==> src/rtl/pc_fetch_if.sv <==
// Fetch-unit bundle: instruction-memory handshake, decode handshake,
// next-PC loop and error/status reporting.
interface pc_fetch_if;
   logic [31:0] next_pc;
   logic        instr_ready;
   logic        imem_ack;
   logic [31:0] imem_rdata;
   logic [31:0] pc;
   logic        imem_req;
   logic [31:0] imem_addr;
   logic        instr_valid;
   logic [31:0] instr;
   logic        fetch_err;
   logic [1:0]  err_cause;
   logic [31:0] err_pc;
   logic [31:0] retired;

   modport master (
      input  next_pc, instr_ready, imem_ack, imem_rdata,
      output pc, imem_req, imem_addr, instr_valid, instr,
             fetch_err, err_cause, err_pc, retired
   );

   modport slave (
      output next_pc, instr_ready, imem_ack, imem_rdata,
      input  pc, imem_req, imem_addr, instr_valid, instr,
             fetch_err, err_cause, err_pc, retired
   );
endinterface

==> src/rtl/pc_fetch.sv <==
// Program-counter owner: fetches from a handshaked imem, hands words to decode,
// loads next_pc on accept, and parks in a sticky error state on misalign/timeout.
module pc_fetch #(
   parameter logic [31:0] RESET_PC = 32'h0000_3000,
   parameter int          TIMEOUT  = 16,
   parameter int          TO_W     = 5
) (
   input logic          clk,
   input logic          rst_n,
   pc_fetch_if.master   bus
);

   typedef enum logic [1:0] {S_IDLE, S_REQ, S_VALID, S_ERR} state_e;

   localparam logic [1:0] CAUSE_NONE    = 2'b00;
   localparam logic [1:0] CAUSE_MISALGN = 2'b01;
   localparam logic [1:0] CAUSE_TIMEOUT = 2'b10;
   localparam logic [TO_W-1:0] TO_LAST  = TO_W'(TIMEOUT - 1);

   state_e            state_q, state_d;
   logic [31:0]       pc_q, pc_d;
   logic [31:0]       instr_q, instr_d;
   logic              instr_valid_q, instr_valid_d;
   logic [1:0]        err_cause_q, err_cause_d;
   logic [31:0]       err_pc_q, err_pc_d;
   logic [31:0]       retired_q, retired_d;
   logic [TO_W-1:0]   to_cnt_q, to_cnt_d;

   always_ff @(posedge clk) begin
      if (!rst_n) begin
         state_q       <= S_IDLE;
         pc_q          <= RESET_PC;
         instr_q       <= 32'h0;
         instr_valid_q <= 1'b0;
         err_cause_q   <= CAUSE_NONE;
         err_pc_q      <= 32'h0;
         retired_q     <= 32'h0;
         to_cnt_q      <= '0;
      end else begin
         state_q       <= state_d;
         pc_q          <= pc_d;
         instr_q       <= instr_d;
         instr_valid_q <= instr_valid_d;
         err_cause_q   <= err_cause_d;
         err_pc_q      <= err_pc_d;
         retired_q     <= retired_d;
         to_cnt_q      <= to_cnt_d;
      end
   end

   always_comb begin
      state_d       = state_q;
      pc_d          = pc_q;
      instr_d       = instr_q;
      instr_valid_d = instr_valid_q;
      err_cause_d   = err_cause_q;
      err_pc_d      = err_pc_q;
      retired_d     = retired_q;
      to_cnt_d      = to_cnt_q;

      unique case (state_q)
         S_IDLE: state_d = S_REQ;

         S_REQ: begin
            // Ack takes priority over the timeout firing in the same cycle.
            if (bus.imem_ack) begin
               instr_d       = bus.imem_rdata;
               instr_valid_d = 1'b1;
               to_cnt_d      = '0;
               state_d       = S_VALID;
            end else if (to_cnt_q == TO_LAST) begin
               err_cause_d = CAUSE_TIMEOUT;
               err_pc_d    = pc_q;
               to_cnt_d    = '0;
               state_d     = S_ERR;
            end else begin
               to_cnt_d = to_cnt_q + 1'b1;
            end
         end

         S_VALID: begin
            if (bus.instr_ready) begin
               retired_d     = retired_q + 32'd1;
               pc_d          = bus.next_pc;
               instr_valid_d = 1'b0;
               if (bus.next_pc[1:0] == 2'b00) begin
                  state_d = S_REQ;
               end else begin
                  err_cause_d = CAUSE_MISALGN;
                  err_pc_d    = bus.next_pc;
                  state_d     = S_ERR;
               end
            end
         end

         S_ERR: instr_valid_d = 1'b0;

         default: state_d = S_IDLE;
      endcase
   end

   assign bus.pc          = pc_q;
   assign bus.imem_addr   = pc_q;
   assign bus.imem_req    = (state_q == S_REQ);
   assign bus.instr_valid = instr_valid_q;
   assign bus.instr       = instr_q;
   assign bus.fetch_err   = (state_q == S_ERR);
   assign bus.err_cause   = err_cause_q;
   assign bus.err_pc      = err_pc_q;
   assign bus.retired     = retired_q;

endmodule

==> src/flat_wrapper.sv <==
// flat-port wrapper written by rule: the top's interface ports become plain ports
module pc_fetch_flat 
#(
   parameter logic [31:0] RESET_PC = 32'h0000_3000,
   parameter int          TIMEOUT  = 16,
   parameter int          TO_W     = 5
)
  (clk, rst_n, bus_next_pc, bus_instr_ready, bus_imem_ack, bus_imem_rdata, bus_pc, bus_imem_req, bus_imem_addr, bus_instr_valid, bus_instr, bus_fetch_err, bus_err_cause, bus_err_pc, bus_retired);
  pc_fetch_if bus_i ();
  input logic clk;
  input logic rst_n;
  input wire logic [$bits(bus_i.next_pc)-1:0] bus_next_pc;
  input wire logic [$bits(bus_i.instr_ready)-1:0] bus_instr_ready;
  input wire logic [$bits(bus_i.imem_ack)-1:0] bus_imem_ack;
  input wire logic [$bits(bus_i.imem_rdata)-1:0] bus_imem_rdata;
  output wire logic [$bits(bus_i.pc)-1:0] bus_pc;
  output wire logic [$bits(bus_i.imem_req)-1:0] bus_imem_req;
  output wire logic [$bits(bus_i.imem_addr)-1:0] bus_imem_addr;
  output wire logic [$bits(bus_i.instr_valid)-1:0] bus_instr_valid;
  output wire logic [$bits(bus_i.instr)-1:0] bus_instr;
  output wire logic [$bits(bus_i.fetch_err)-1:0] bus_fetch_err;
  output wire logic [$bits(bus_i.err_cause)-1:0] bus_err_cause;
  output wire logic [$bits(bus_i.err_pc)-1:0] bus_err_pc;
  output wire logic [$bits(bus_i.retired)-1:0] bus_retired;
  assign bus_i.next_pc = bus_next_pc;
  assign bus_i.instr_ready = bus_instr_ready;
  assign bus_i.imem_ack = bus_imem_ack;
  assign bus_i.imem_rdata = bus_imem_rdata;
  assign bus_pc = bus_i.pc;
  assign bus_imem_req = bus_i.imem_req;
  assign bus_imem_addr = bus_i.imem_addr;
  assign bus_instr_valid = bus_i.instr_valid;
  assign bus_instr = bus_i.instr;
  assign bus_fetch_err = bus_i.fetch_err;
  assign bus_err_cause = bus_i.err_cause;
  assign bus_err_pc = bus_i.err_pc;
  assign bus_retired = bus_i.retired;
  pc_fetch #(.RESET_PC(RESET_PC), .TIMEOUT(TIMEOUT), .TO_W(TO_W)) u_core (.clk(clk), .rst_n(rst_n), .bus(bus_i));
endmodule
==> config.mk <==
export PLATFORM = sky130hd
export DESIGN_NAME = pc_fetch_flat
export DESIGN_NICKNAME = d
export VERILOG_FILES = /design/src/rtl/pc_fetch_if.sv /design/src/rtl/pc_fetch.sv /design/src/flat_wrapper.sv
export SDC_FILE = /design/constraint.sdc
export NUM_CORES = 1
export LEC_CHECK = 0
export CAP_MARGIN = 15
export CORE_ASPECT_RATIO = 0.75
export CORE_MARGIN = 8
export CORE_UTILIZATION = 44
export CTS_CLUSTER_DIAMETER = 40
export CTS_CLUSTER_SIZE = 40
export DETAILED_ROUTE_END_ITERATION = 12
export HOLD_SLACK_MARGIN = 0.02
export PLACE_DENSITY_LB_ADDON = 0.15
export SLEW_MARGIN = 20
export SYNTH_ARGS = -nofsm -noshare
export SYNTH_HDL_FRONTEND = slang
export SYNTH_SLANG_ARGS = --single-unit
==> constraint.sdc <==
create_clock -name clk -period 3 [get_ports clk]
set_clock_uncertainty 0.15 [all_clocks]
set_input_delay 0.3 -clock clk [delete_from_list [all_inputs] [get_ports clk]]
set_output_delay 0.3 -clock clk [all_outputs]
set_load 0.01 [all_outputs]
==> summary.txt <==
Synth
  • Top FF cell, synth: dfxtp_1
  • Mapped Cells: 707
  • Yosys cell types: 44
  • Top post-synthesis cells by area: dfxtp_1 46%, a21oi_1 10%, nand2_1 9.7%, mux2i_1 5.7%, a211oi_1 4.2%
  • Mapped Nets: 781
  • FF+latch count, synth: 138
  • Syn_area_per_cell: 8.42 um^2
  • Post-synth EDFFs: 0
  • Yosys top cell by area: dfxtp_1
  • Sequential element share of the synthesized area: 0.464
  • Fraction of registers with async set/reset: 0
  • Post-synth top area share: 0.464
  • Synthesis Warnings: 0
  • Post-synthesis instance area: 5950 um^2

Global route
  • Met2 Track Usage GR: 0.345
  • Vias in the first global route: 5780
  • Met3 Use GR: 0.0929
  • Largest net degree at the start of global routing: 64
  • Grt peak-use layer: met2
  • Gr ovfl total: 0
  • Met1 usage: 0.247
  • GRT Util Overall: 0.213
  • First-pass GRT wire length: 29700 um
  • Initial antenna violation count: 0

Clocking
  • H-tree depth: 4
  • Sink Count: 138
  • Post-CTS Resized: 0
  • CTS Buffer Depth: 2
  • Inserted Clock Buffers: 17
  • Later-pin clock latency in the skew report: 410 ps
  • CTS tree: yes
  • Clock root buffer: clkbuf_16
  • Hold_buf cts: 0
  • Post-CTS setup buffers: 0
  • Clk slew on worst S/H paths: 60 ps

STA
  • Setup ws final: 628 ps
  • Max_slew headroom: 0.623
  • Fin Hold WS: 276 ps
  • Fin crit share: 0.791
  • Least-Margin Pin Slew: 564 ps
  • Highest clock rate: 422 MHz
  • RSZ-0062 raised after global routing: false
  • Setup TNS: 0 ps
  • Pins Over Slew Limit: 0
  • Final setup fails: 0
  • Minimum clock period after layout: 2370 ps
  • Final Hold Vio Count: 0

Detailed routing
  • Vias/cell: 5.42
  • DRT Pass-1 Iters: 5
  • Starting DRT DRC Count: 355
  • Routed WL per cell: 17.4 um
  • Drt drc: 0
  • Total wire length: 18600 um
  • Via count: 5800
  • Post-route ant nets: 0

Hold path
  • Worst hold-check path type: in -> reg

Finish
  • Most frequent cells in the layout: 232 x clkdlybuf4s50_1, 153 x nand2_1, 138 x dfxtp_1
  • Area growth from synthesis to layout: 46.6%
  • Nets@finish: 965
  • Fillers: 1009
  • N_diodes: 0
  • Most common cell after layout, fill and taps aside: clkdlybuf4s50_1
  • Layout cell share with drive strength beyond 1: 0.0533

Floorplanning
  • FP Rows: 36
  • Overall die height: 117 um
  • Die X: 150 um
  • Die ar.: 17500 um^2
  • I/O Pins: 233
  • Core area: 13100 um^2
  • Starting Density: 0.454

Setup path
  • Worst setup EP type: output port
  • Crit path required time: 2550 ps
  • Critical path class: reg -> out
  • Worst EP arrival: 1920 ps
  • CP Max Fanout: 14
  • CP Launch Type: flop

Placement
  • Port buffer count: 232
  • Final Wtd Congestion: 0.766
  • Dpl ws: 353 ps
  • DP HPWL: 13200 um

Job
  • MaxCap Viol Count: 0

Pwr
  • Peak supply drop: 556 uV
  • Static Leak: 2.85 nW
  • Pwr dens: 742 nW/um^2

Status
  • Status: complete, no violations
[layer usage]
| metal | routed length [um] | up-vias |
|---|---|---|
| li1 | - | 2812 |
| met1 | 7700 | 2728 |
| met2 | 8680 | 234 |
| met3 | 1900 | 26 |
| met4 | 297 | 0 |
| met5 | 0 | - |
[flip-flops by register name, indices dropped and copies added, names as in the netlist]
signal                  count
u_core.to_cnt_q             5
u_core.bus.instr           32
u_core.bus.retired         32
u_core.state_q              2
u_core.bus.err_pc          32
u_core.bus.err_cause        2
u_core.bus.instr_valid      1
u_core.bus.imem_addr       32
[kinds of logic (layout without fill, tap and decap cells)]
family,after synthesis,in the layout,share of synthesized area
DFF,138,138,0.464
and+or+nand+nor,244,244,0.193
muxes,34,34,0.0572
xor gates and xnor gates,10,10,0.0147
adders and majority gates,6,6,0.0126
AOI/OAI and AO/OA,184,184,0.179
buffers and inverters,91,284,0.0797
[worst max-delay path, cell delays in order (launching register included)]
cell             delay, ps
dfxtp_1                330
inv_1                   90
ha_1                   440
clkdlybuf4s50_1        650
[cell type report]
type                    count  area, um^2  area share
inverters                   9        36.3     0.00416
clock buffers              26         529      0.0607
well taps                 171         214      0.0245
multi-input cells         478        2720       0.312
repair buffers            247        2450       0.281
clock inverters             2        10.0     0.00115
flip-flops and latches    138        2760       0.317
[power by group]
group	switching (mW)	internal [mW]	total (mW)	leakage, nW
clock	0.716	1.19	1.91	0.270
combinational	1.11	1.09	2.20	1.46
sequential	0.204	2.16	2.37	1.12
total	2.03	4.44	6.47	2.85
[metrics by stage]
| step | cell area, um^2 | std cells | total power [mW] | util |
|---|---|---|---|---|
| floorplan | 5950 | 707 | 3.50 | - |
| global placement | 8180 | 1043 | 4.53 | 0.624 |
| finish | 8720 | 1071 | 6.47 | 0.665 |
| global route | 8720 | 1071 | 6.82 | 0.665 |
| detailed placement | 8180 | 1043 | 4.60 | 0.624 |
| CTS | 8720 | 1071 | 6.52 | 0.665 |
[synth_stat cells (all sizes together), types with 3 or more instances]
cell type  instances
nand4              8
nor2              12
clkbuf            43
a211oi            33
or3                8
and2               6
ha                 6
dfxtp            138
nor3               4
nand2            153
o31ai             12
o21ai             10
inv                9
and4               5
a21oi            119
mux2i             34
buf               39
or4               15
nor2b              3
xor2               3
nor4               5
nand2b             6
xnor2              7
nand3b             3
nand3             14
[path summary, 6_finish.rpt]
| check | startpoint | endpoint | slack [ps] | depth (start not counted) |
|---|---|---|---|---|
| max | u_core.state_q[1] | bus_imem_req | 630 | 3 |
| min | bus_imem_rdata[3] | u_core.bus.instr[3] | 280 | 3 |
| max reg2reg | u_core.state_q[0] | u_core.bus.err_pc[17] | 690 | 8 |
| min reg2reg | u_core.to_cnt_q[4] | u_core.to_cnt_q[4] | 290 | 2 |
(Power assumes the default switching activity.)
